### config.mk
export PLATFORM = sky130hd
export DESIGN_NAME = sdram_init_sequencer
export DESIGN_NICKNAME = d
export VERILOG_FILES = /design/src/rtl/sdram_init_sequencer.sv
export SDC_FILE = /design/constraint.sdc
export NUM_CORES = 1
export LEC_CHECK = 0
export CAP_MARGIN = 20
export CELL_PAD_IN_SITES_DETAIL_PLACEMENT = 0
export CELL_PAD_IN_SITES_GLOBAL_PLACEMENT = 2
export CORE_ASPECT_RATIO = 1.5
export CORE_MARGIN = 5
export CORE_UTILIZATION = 23
export CTS_BUF_LIST = sky130_fd_sc_hd__clkbuf_4
export CTS_CLUSTER_SIZE = 10
export DETAILED_ROUTE_END_ITERATION = 6
export MAX_ROUTING_LAYER = met4
export PLACE_DENSITY_LB_ADDON = 0.1
export REMOVE_ABC_BUFFERS = 1
export SYNTH_ARGS = -nofsm -noshare
export SYNTH_HDL_FRONTEND = slang
export SYNTH_SLANG_ARGS = --single-unit
### constraint.sdc
create_clock -name clk -period 1.42 [get_ports clk]
set_input_delay 0.284 -clock clk [delete_from_list [all_inputs] [get_ports clk]]
set_output_delay 0.284 -clock clk [all_outputs]
set_load 0.02 [all_outputs]
### src/rtl/sdram_init_sequencer.sv
`default_nettype none
// ============================================================================
// sdram_init_sequencer : SDRAM power-up wait, PRECHARGE-all, N AUTO REFRESH,
//                        LOAD MODE, then sticky init_done.  Rev 1.0
// ============================================================================
module sdram_init_sequencer #(
  parameter int          count_width    = 16,
  parameter int          powerup_cycles = 5000,
  parameter int          trp_cycles     = 2,
  parameter int          trfc_cycles    = 7,
  parameter int          tmrd_cycles    = 2,
  parameter int          init_refreshes = 2,
  parameter logic [12:0] mode_word      = 13'h020
) (
  input  logic                   clk,
  input  logic                   reset_n,
  input  logic [count_width-1:0] timer_count,
  output logic                   timer_clear,
  output logic                   cke,
  output logic                   cs_n,
  output logic                   ras_n,
  output logic                   cas_n,
  output logic                   we_n,
  output logic [12:0]            addr,
  output logic [1:0]             ba,
  output logic                   init_done
);

  localparam logic [count_width-1:0] c_powerup_thr = count_width'(powerup_cycles - 1);
  localparam logic [count_width-1:0] c_trp_thr     = count_width'(trp_cycles - 2);
  localparam logic [count_width-1:0] c_trfc_thr    = count_width'(trfc_cycles - 2);
  localparam logic [count_width-1:0] c_tmrd_thr    = count_width'(tmrd_cycles - 2);
  localparam logic [3:0]             c_refreshes   = 4'(init_refreshes);

  localparam logic [3:0] c_cmd_nop      = 4'b0111;
  localparam logic [3:0] c_cmd_deselect = 4'b1111;
  localparam logic [3:0] c_cmd_pre      = 4'b0010;
  localparam logic [3:0] c_cmd_ref      = 4'b0001;
  localparam logic [3:0] c_cmd_lmr      = 4'b0000;

  typedef enum logic [2:0] {
    S_POWERUP_WAIT = 3'd0,
    S_PRECHARGE    = 3'd1,
    S_WAIT_TRP     = 3'd2,
    S_REFRESH      = 3'd3,
    S_WAIT_TRFC    = 3'd4,
    S_LOAD_MODE    = 3'd5,
    S_WAIT_TMRD    = 3'd6,
    S_DONE         = 3'd7
  } state_t;

  state_t      state_q, state_d;
  logic        powerup_ok_q, powerup_ok_d;
  logic [3:0]  ref_cnt_q, ref_cnt_d;
  logic [3:0]  cmd_q, cmd_d;
  logic [12:0] addr_q, addr_d;
  logic [1:0]  ba_q, ba_d;
  logic        cke_q, cke_d;
  logic        done_q, done_d;
  logic        clear_q, clear_d;

  always_ff @(posedge clk or negedge reset_n) begin
    if (!reset_n) begin
      state_q      <= S_POWERUP_WAIT;
      powerup_ok_q <= 1'b0;
      ref_cnt_q    <= 4'd0;
      cmd_q        <= c_cmd_deselect;
      addr_q       <= 13'd0;
      ba_q         <= 2'd0;
      cke_q        <= 1'b0;
      done_q       <= 1'b0;
      clear_q      <= 1'b1;
    end else begin
      state_q      <= state_d;
      powerup_ok_q <= powerup_ok_d;
      ref_cnt_q    <= ref_cnt_d;
      cmd_q        <= cmd_d;
      addr_q       <= addr_d;
      ba_q         <= ba_d;
      cke_q        <= cke_d;
      done_q       <= done_d;
      clear_q      <= clear_d;
    end
  end

  // The power-up compare is registered, giving the extra clock of margin so
  // PRECHARGE lands powerup_cycles+1 clocks after release. Command states
  // never look at timer_count: it is stale until the clear pulse takes effect.
  always_comb begin
    state_d      = state_q;
    powerup_ok_d = (timer_count >= c_powerup_thr);
    case (state_q)
      S_POWERUP_WAIT: if (powerup_ok_q) state_d = S_PRECHARGE;
      S_PRECHARGE:    state_d = S_WAIT_TRP;
      S_WAIT_TRP:     if (timer_count >= c_trp_thr) state_d = S_REFRESH;
      S_REFRESH:      state_d = S_WAIT_TRFC;
      S_WAIT_TRFC: begin
        if (timer_count >= c_trfc_thr) begin
          state_d = (ref_cnt_q < c_refreshes) ? S_REFRESH : S_LOAD_MODE;
        end
      end
      S_LOAD_MODE:    state_d = S_WAIT_TMRD;
      S_WAIT_TMRD:    if (timer_count >= c_tmrd_thr) state_d = S_DONE;
      S_DONE:         state_d = S_DONE;
      default:        state_d = S_POWERUP_WAIT;
    endcase
  end

  // Pins are decoded from the next state so a command, its timer clear and
  // the state that issues it all change on the same edge.
  always_comb begin
    ref_cnt_d = ref_cnt_q;
    cmd_d     = c_cmd_nop;
    addr_d    = 13'd0;
    ba_d      = 2'd0;
    cke_d     = 1'b1;
    done_d    = 1'b0;
    clear_d   = 1'b0;
    case (state_d)
      S_PRECHARGE: begin
        cmd_d     = c_cmd_pre;
        addr_d    = 13'h0400;
        clear_d   = 1'b1;
        ref_cnt_d = 4'd0;
      end
      S_REFRESH: begin
        cmd_d     = c_cmd_ref;
        clear_d   = 1'b1;
        ref_cnt_d = ref_cnt_q + 4'd1;
      end
      S_LOAD_MODE: begin
        cmd_d   = c_cmd_lmr;
        addr_d  = mode_word;
        clear_d = 1'b1;
      end
      S_DONE:  done_d = 1'b1;
      default: ;
    endcase
  end

  assign cs_n        = cmd_q[3];
  assign ras_n       = cmd_q[2];
  assign cas_n       = cmd_q[1];
  assign we_n        = cmd_q[0];
  assign addr        = addr_q;
  assign ba          = ba_q;
  assign cke         = cke_q;
  assign init_done   = done_q;
  assign timer_clear = clear_q;

endmodule
`default_nettype wire

==> results.py, run 1 <==
metrics = {
    "worst_setup_path": {
        "worstReg2RegStart": "state_q[0]",
        "timing_worst_setup_path_type": "reg -> reg",
        "worst_setup_path_end_kind": "flip-flop",
        "timing.critical_path.arrival_ns": 1.72,
        "reg2reg_setup_slack_ns": -0.10,
        "crit_slowest_cell": "sky130_fd_sc_hd__dfrtp_1",
        "r2r_end": "ref_cnt_q[1]",
        "cp_cell_sequence": "buf_6 > or2_4 > o311a_1 > mux2_4",
        "worst-endpoint-required_ns": 1.62,
        "worstPathMaxFanout": 4,
        "cp-start-kind": "flip-flop",
        "slowest_delay_ns": 0.45,
        "ff2ff_path_depth": 4,
    },
    "placement": {
        "finalWeightedCongestion": 0.7148,
        "preCtsSetupSlack_ns": -0.5490,
        "dp_cells": 191,
        "port_buffers": 26,
        "dp_hpwl_um": 1973,
    },
    "timing": {
        "hold_viol": 0,
        "min_period_ns": 1.522,
        "finalMaxSlewViolations": 0,
        "maxClockFrequency_ghz": 0.6570,
        "setup_ws_ns": -0.1022,
        "fin_crit_sh_pct": 107.2,
        "unrepaired_setup_endpoints_after_global_routing": "yes",
        "setup-violations-final": 4,
        "clock-skew-final_ns": 0.003090,
        "timing.setup.tns_ns": -0.2702,
    },
    "pwr": {
        "combPwrFrac_pct": 14.9,
        "total_power_w": 0.0009209,
        "peakVddDrop_mv": 0.2391,
        "power_frac_seq_pct": 53.4,
        "powerDensity_nw_per_um2": 546.4,
        "netSwitchingFraction_pct": 26.32,
        "leakage_nw": 0.7177,
        "clock_power_share_pct": 31.7,
        "power_dissipated_by_switching_net_loads_w": 0.0002424,
        "internal_power_w": 0.0006785,
    },
    "global_route": {
        "grt_first_pass_wirelength_um": 4333,
        "gr-total-overflow": 0,
        "grt_max_degree": 18,
        "grt_antenna_before_repair": 0,
        "grt_pass1_vias": 978,
        "grtUsageTotal_pct": 10.05,
    },
    "drt": {
        "vias_per_cell": 4.392,
        "detailedRoute.firstIterationViolations": 29,
        "ant_nets": 0,
        "first_pass_iters": 4,
        "via_count": 896,
        "routedWlPerCell_um": 13.25,
        "drc": 0,
        "wirelength_um": 2702,
    },
    "die": {
        "coreArea_um2": 4173,
        "width_of_the_chip_um": 62.98,
        "die_h_um": 89.47,
        "fp.dieArea_um2": 5635,
        "fp-row-count": 29,
        "initial_core_util_pct": 23.21,
        "floorplan.io_pins": 40,
    },
    "clock_network": {
        "clock-root-buffer": "sky130_fd_sc_hd__clkbuf_4",
        "cts_inserted_buffers": 3,
        "clock_path_buffers": 2,
        "clock_latency_ns": 0.30,
        "tritoncts": "yes",
        "worst_setup_hold_path_clk_slew_ns": 0.10,
        "cts_htree_levels": 1,
        "numClockSinks": 17,
        "ctsHoldBuffers": 0,
    },
    "final_layout": {
        "drive_above_1_share_pct": 50.00,
        "fillCellCount": 439,
        "finalNetCount": 178,
        "syn_to_final_growth_pct": 74.03,
        "multi_input_comb_area_um2": 605.6,
        "finish.cell_count_without_fillers": 204,
        "diodes": 0,
        "layout.area.seq_um2": 432.9,
    },
    "yosys": {
        "synth.most_common_cell": "sky130_fd_sc_hd__buf_4",
        "synth.yosys.warnings": 0,
        "top_cells_by_area_synth": "sky130_fd_sc_hd__dfrtp_1 31%, sky130_fd_sc_hd__dfstp_2 14%, sky130_fd_sc_hd__buf_4 10%",
        "syn_inst": 96,
        "post-synth-top-area-cell": "sky130_fd_sc_hd__dfrtp_1",
        "synth_edf_count": 0,
        "synth_area_um2": 968.4,
        "synthFlopType": "sky130_fd_sc_hd__dfrtp_1",
        "synth_largest_type_area_fraction_pct": 31.01,
        "ys_types": 39,
        "async_sr_flop_fraction_pct": 100.0,
        "postSynthRegisterBits": 17,
        "syn_avg_cell_area_um2": 10.09,
        "synth_common_cells": "13 x sky130_fd_sc_hd__buf_4, 12 x sky130_fd_sc_hd__dfrtp_1, 6 x sky130_fd_sc_hd__nor2_1",
        "synth-seq-area-share_pct": 44.57,
    },
    "status": {
        "violations": "negative setup slack",
        "status": "complete, but fails checks",
    },
    "flow_run": {
        "timing.max_cap.violations": 0,
    },
    "min_path": {
        "holdCritPathClass": "in -> async",
    },
}
-- metrics by stage --
step	area, µm²	hold slack (ns)	utilization, %
2_1_floorplan	893.4	-0.01159	-
3_3_place_gp	1414	0.5529	33.88
3_5_place_dp	1414	0.5665	33.88
4_1_cts	1543	0.3040	36.97
5_1_grt	1685	0.3206	40.39
6_report	1685	0.3023	40.39
-- power by group through the flow --
stage          Combinational (W)  Sequential [W]  Clock [W]
2_1_floorplan          0.0000444        0.000504          0
3_3_place_gp            0.000132        0.000500          0
3_5_place_dp            0.000133        0.000500          0
4_1_cts                 0.000130        0.000491   0.000307
5_1_grt                 0.000150        0.000492   0.000326
6_report                0.000137        0.000492   0.000292
-- cells in the final DEF (no fill, tap or decap), drive strengths merged, types with 3 or more instances in the layout --
cell type,n
nand3,4
nor3,3
nand2,3
a31oi,3
conb,15
nor2,6
clkbuf,9
clkdlybuf4s50,8
inv,3
buf,36
dlygate4sd2,9
dfstp,5
o21ai,4
clkdlybuf4s15,3
a21oi,4
dfrtp,12
-- how the worst max path moves through the flow --
stage / start / end / slack (ns) / cells after the start
floorplan: state_q[2] / ref_cnt_q[2] / -0.15 / 4
global placement: timer_count[6] / ref_cnt_q[1] / -0.54 / 5
detailed placement: timer_count[6] / ref_cnt_q[1] / -0.55 / 5
CTS: state_q[0] / ref_cnt_q[1] / -0.12 / 4
global route: timer_count[12] / ref_cnt_q[1] / -0.14 / 5
finish: state_q[0] / ref_cnt_q[1] / -0.10 / 4
-- timing repair --
| action | CTS | global route |
|---|---|---|
| buffers inserted | 4 | 6 |
| setup endpoints to repair | 18 | 15 |
| pin swaps | 10 | 9 |
| resized for setup | 43 | 37 |
-- per-layer routing --
| metal | wire length [µm] | vias to the layer above | part of all wire [%] | track usage [%] |
|---|---|---|---|---|
| met5 | 0 | - | 0 | - |
| met4 | 77 | 0 | 2.8 | 6.371 |
| met3 | 117 | 5 | 4.3 | 1.384 |
| met2 | 1592 | 32 | 59 | 19.14 |
| met1 | 914 | 423 | 34 | 9.334 |
| li1 | - | 436 | - | - |
-- cell families (layout without fill, tap and decap cells) --
logic type | after synthesis | count (layout) | share of synthesized area [%]
flip-flops | 17 | 17 | 44.57
AND/OR/NAND/NOR | 29 | 29 | 17.96
adder cells (fa/ha/maj) | 1 | 1 | 1.292
AO/OA/AOI/OAI | 23 | 23 | 16.80
multiplexers | 3 | 3 | 3.746
XOR/XNOR | 1 | 1 | 0.9046
buffers and inverters | 20 | 69 | 13.95
other | 2 | 15 | 0.7755
-- sequential cells by signal (all words and copies together) (netlist names) --
signal        count
addr              2
state_q           3
init_done         1
ref_cnt_q         4
powerup_ok_q      1
cke               1
cmd_q             4
timer_clear       1
-- cell type report --
type	count	area share, %
flip-flops and latches	17	25.69
well taps	46	3.415
multi-input cells	72	35.93
clock buffers	4	1.782
repair buffers	62	32.52
inverters	3	0.6682
-- worst max-delay path: cells and delay by family (launching register included) --
family,cells,cell delay (ns)
compound gates,1,0.29
flops,1,0.45
mux,1,0.26
buf+inv,1,0.16
simple gates,1,0.26
No activity file was read; power rests on OpenSTA's default activity.
==> run 2: changes to the inputs <==
--- a/config.mk
+++ b/config.mk
@@ -15,7 +15,7 @@
 export CTS_CLUSTER_SIZE = 10
 export DETAILED_ROUTE_END_ITERATION = 6
 export MAX_ROUTING_LAYER = met4
-export PLACE_DENSITY_LB_ADDON = 0.1
+export PLACE_DENSITY = 0.83
 export REMOVE_ABC_BUFFERS = 1
 export SYNTH_ARGS = -nofsm -noshare
 export SYNTH_HDL_FRONTEND = slang
==> results.py, run 2 (synthesis gave the netlist of run 1 again) <==
metrics = {
    "status": {
        "violations": "negative setup slack",
        "status": "complete, but fails checks",
    },
    "drt": {
        "drc": 0,
        "first_pass_iters": 4,
        "ant_nets": 0,
        "routedWlPerCell_um": 12.33,
        "detailedRoute.firstIterationViolations": 4,
        "via_count": 887,
        "vias_per_cell": 4.526,
        "wirelength_um": 2416,
    },
    "placement": {
        "finalWeightedCongestion": 0.7993,
        "port_buffers": 26,
        "dp_hpwl_um": 1862,
        "preCtsSetupSlack_ns": -0.5132,
    },
    "worst_setup_path": {
        "cp-start-kind": "flip-flop",
        "cp_cell_sequence": "nor3b_2 > a2bb2oi_2 > a311oi_2 > mux2_2",
        "worstPathMaxFanout": 5,
        "worst-path-stages": 4,
        "slowest_delay_ns": 0.47,
        "worst_setup_path_end_kind": "flip-flop",
        "timing.critical_path.arrival_ns": 1.74,
        "crit_family": "flip-flops",
        "crit_slowest_cell": "sky130_fd_sc_hd__dfrtp_2",
        "critical_path.startpoint": "state_q[1]",
        "worst-endpoint-required_ns": 1.61,
        "timing_worst_setup_path_type": "reg -> reg",
        "worstReg2RegStart": "state_q[1]",
        "buf_inv_on_cp": 0,
        "ff2ff_path_depth": 4,
    },
    "die": {
        "fp.dieArea_um2": 5635,
        "fp-row-count": 29,
        "width_of_the_chip_um": 62.98,
        "die_h_um": 89.47,
        "floorplan.io_pins": 40,
        "initial_core_util_pct": 23.21,
        "coreArea_um2": 4173,
    },
    "global_route": {
        "gr-total-overflow": 0,
        "grt_max_degree": 18,
        "grt_pass1_vias": 953,
        "grt_first_pass_wirelength_um": 4050,
        "grt_antenna_before_repair": 0,
        "grtUsageTotal_pct": 9.411,
    },
    "pwr": {
        "combPwrFrac_pct": 14.6,
        "clock_power_share_pct": 31.0,
        "netSwitchingFraction_pct": 25.36,
        "peakVddDrop_mv": 0.3609,
        "power_frac_seq_pct": 54.4,
        "leakage_nw": 0.6675,
        "internal_power_w": 0.0006740,
        "powerDensity_nw_per_um2": 582.0,
        "power_dissipated_by_switching_net_loads_w": 0.0002289,
    },
    "flow_run": {
        "timing.max_cap.violations": 0,
    },
    "final_layout": {
        "multi_input_comb_area_um2": 563.0,
        "reg_top3": "cmd_q (4), ref_cnt_q (4), state_q (3)",
        "layout.area.seq_um2": 432.9,
        "fillCellCount": 415,
        "most-common-layout-cells": "23 x sky130_fd_sc_hd__buf_4, 15 x sky130_fd_sc_hd__conb_1, 11 x sky130_fd_sc_hd__dfrtp_1, 10 x sky130_fd_sc_hd__dlygate4sd2_1, 9 x sky130_fd_sc_hd__clkdlybuf4s50_1",
        "syn_to_final_growth_pct": 60.21,
        "finalNetCount": 170,
        "diodes": 0,
        "drive_above_1_share_pct": 42.00,
        "most_common_cell_after_layout_fill_and_taps_aside": "sky130_fd_sc_hd__buf_4",
    },
    "clock_network": {
        "clock_latency_ns": 0.29,
        "tritoncts": "yes",
        "numClockSinks": 17,
        "ctsHoldBuffers": 0,
        "clock-root-buffer": "sky130_fd_sc_hd__clkbuf_4",
        "clock_path_buffers": 2,
        "cts_inserted_buffers": 3,
        "cts_htree_levels": 1,
        "worst_setup_hold_path_clk_slew_ns": 0.10,
    },
    "timing": {
        "unrepaired_setup_endpoints_after_global_routing": "yes",
        "clock-skew-final_ns": 0.006160,
        "timing.setup.tns_ns": -0.3714,
        "maxClockFrequency_ghz": 0.6436,
        "setup_ws_ns": -0.1337,
        "worst_hold_slack_ns": 0.3033,
        "setup-violations-final": 4,
        "finalMaxSlewViolations": 0,
        "hold_viol": 0,
        "min_period_ns": 1.554,
        "fin_crit_sh_pct": 109.4,
    },
    "min_path": {
        "holdCritPathClass": "in -> async",
    },
}
-- run 2: worst register-to-register path, cell delays in order (launching register included) --
cell and delay (ns):
sky130_fd_sc_hd__dfrtp_2 0.47, sky130_fd_sc_hd__nor3b_2 0.24, sky130_fd_sc_hd__a2bb2oi_2 0.12, sky130_fd_sc_hd__a311oi_2 0.26, sky130_fd_sc_hd__mux2_2 0.36
-- run 2: timing repair --
item                                    CTS  global route
endpoints found under the setup margin   20            14
buffers inserted                          5             1
pin swaps                                14             6
resized for setup                        43            14
-- run 2: layout make-up --
| type | count | share of cell area (%) |
|---|---|---|
| Multi-Input combinational cell | 72 | 36.29 |
| Timing Repair Buffer | 54 | 29.44 |
| Sequential cell | 17 | 27.90 |
| Tap cell | 46 | 3.710 |
| Clock buffer | 4 | 1.935 |
| Inverter | 3 | 0.7258 |
-- run 2: stage by stage --
stage,utilization [%],power (W),std cells,instance area [µm²]
floorplan,-,0.0005484,92,893.4
global placement,33.16,0.0006268,187,1384
detailed placement,33.16,0.0006294,187,1384
CTS,36.91,0.0009040,196,1540
global route,37.18,0.0009532,196,1551
finish,37.18,0.0009030,196,1551
-- run 2: final timing paths --
check	end	slack [ns]
setup / recovery	ref_cnt_q[2]	-0.13
hold / removal	state_q[0]	0.30
setup reg to reg	ref_cnt_q[2]	-0.13
hold reg to reg	ref_cnt_q[0]	0.58
max in group asynchronous	cmd_q[0]	0.86
min in group clk	powerup_ok_q	0.30
-- run 2: power groups by stage --
stage | registers, W | logic [W] | clock network, W
2_1_floorplan | 0.000504 | 0.0000444 | 0
3_3_place_gp | 0.000500 | 0.000127 | 0
3_5_place_dp | 0.000500 | 0.000130 | 0
4_1_cts | 0.000492 | 0.000127 | 0.000286
5_1_grt | 0.000492 | 0.000144 | 0.000317
6_report | 0.000491 | 0.000132 | 0.000280
-- run 2: per-layer routing --
metal | vias up | routed length (µm) | GRT usage (%)
met5 | - | 0 | -
met4 | 0 | 80 | 5.792
met3 | 11 | 189 | 3.522
met2 | 36 | 1340 | 17.27
met1 | 413 | 806 | 7.982
li1 | 427 | - | -
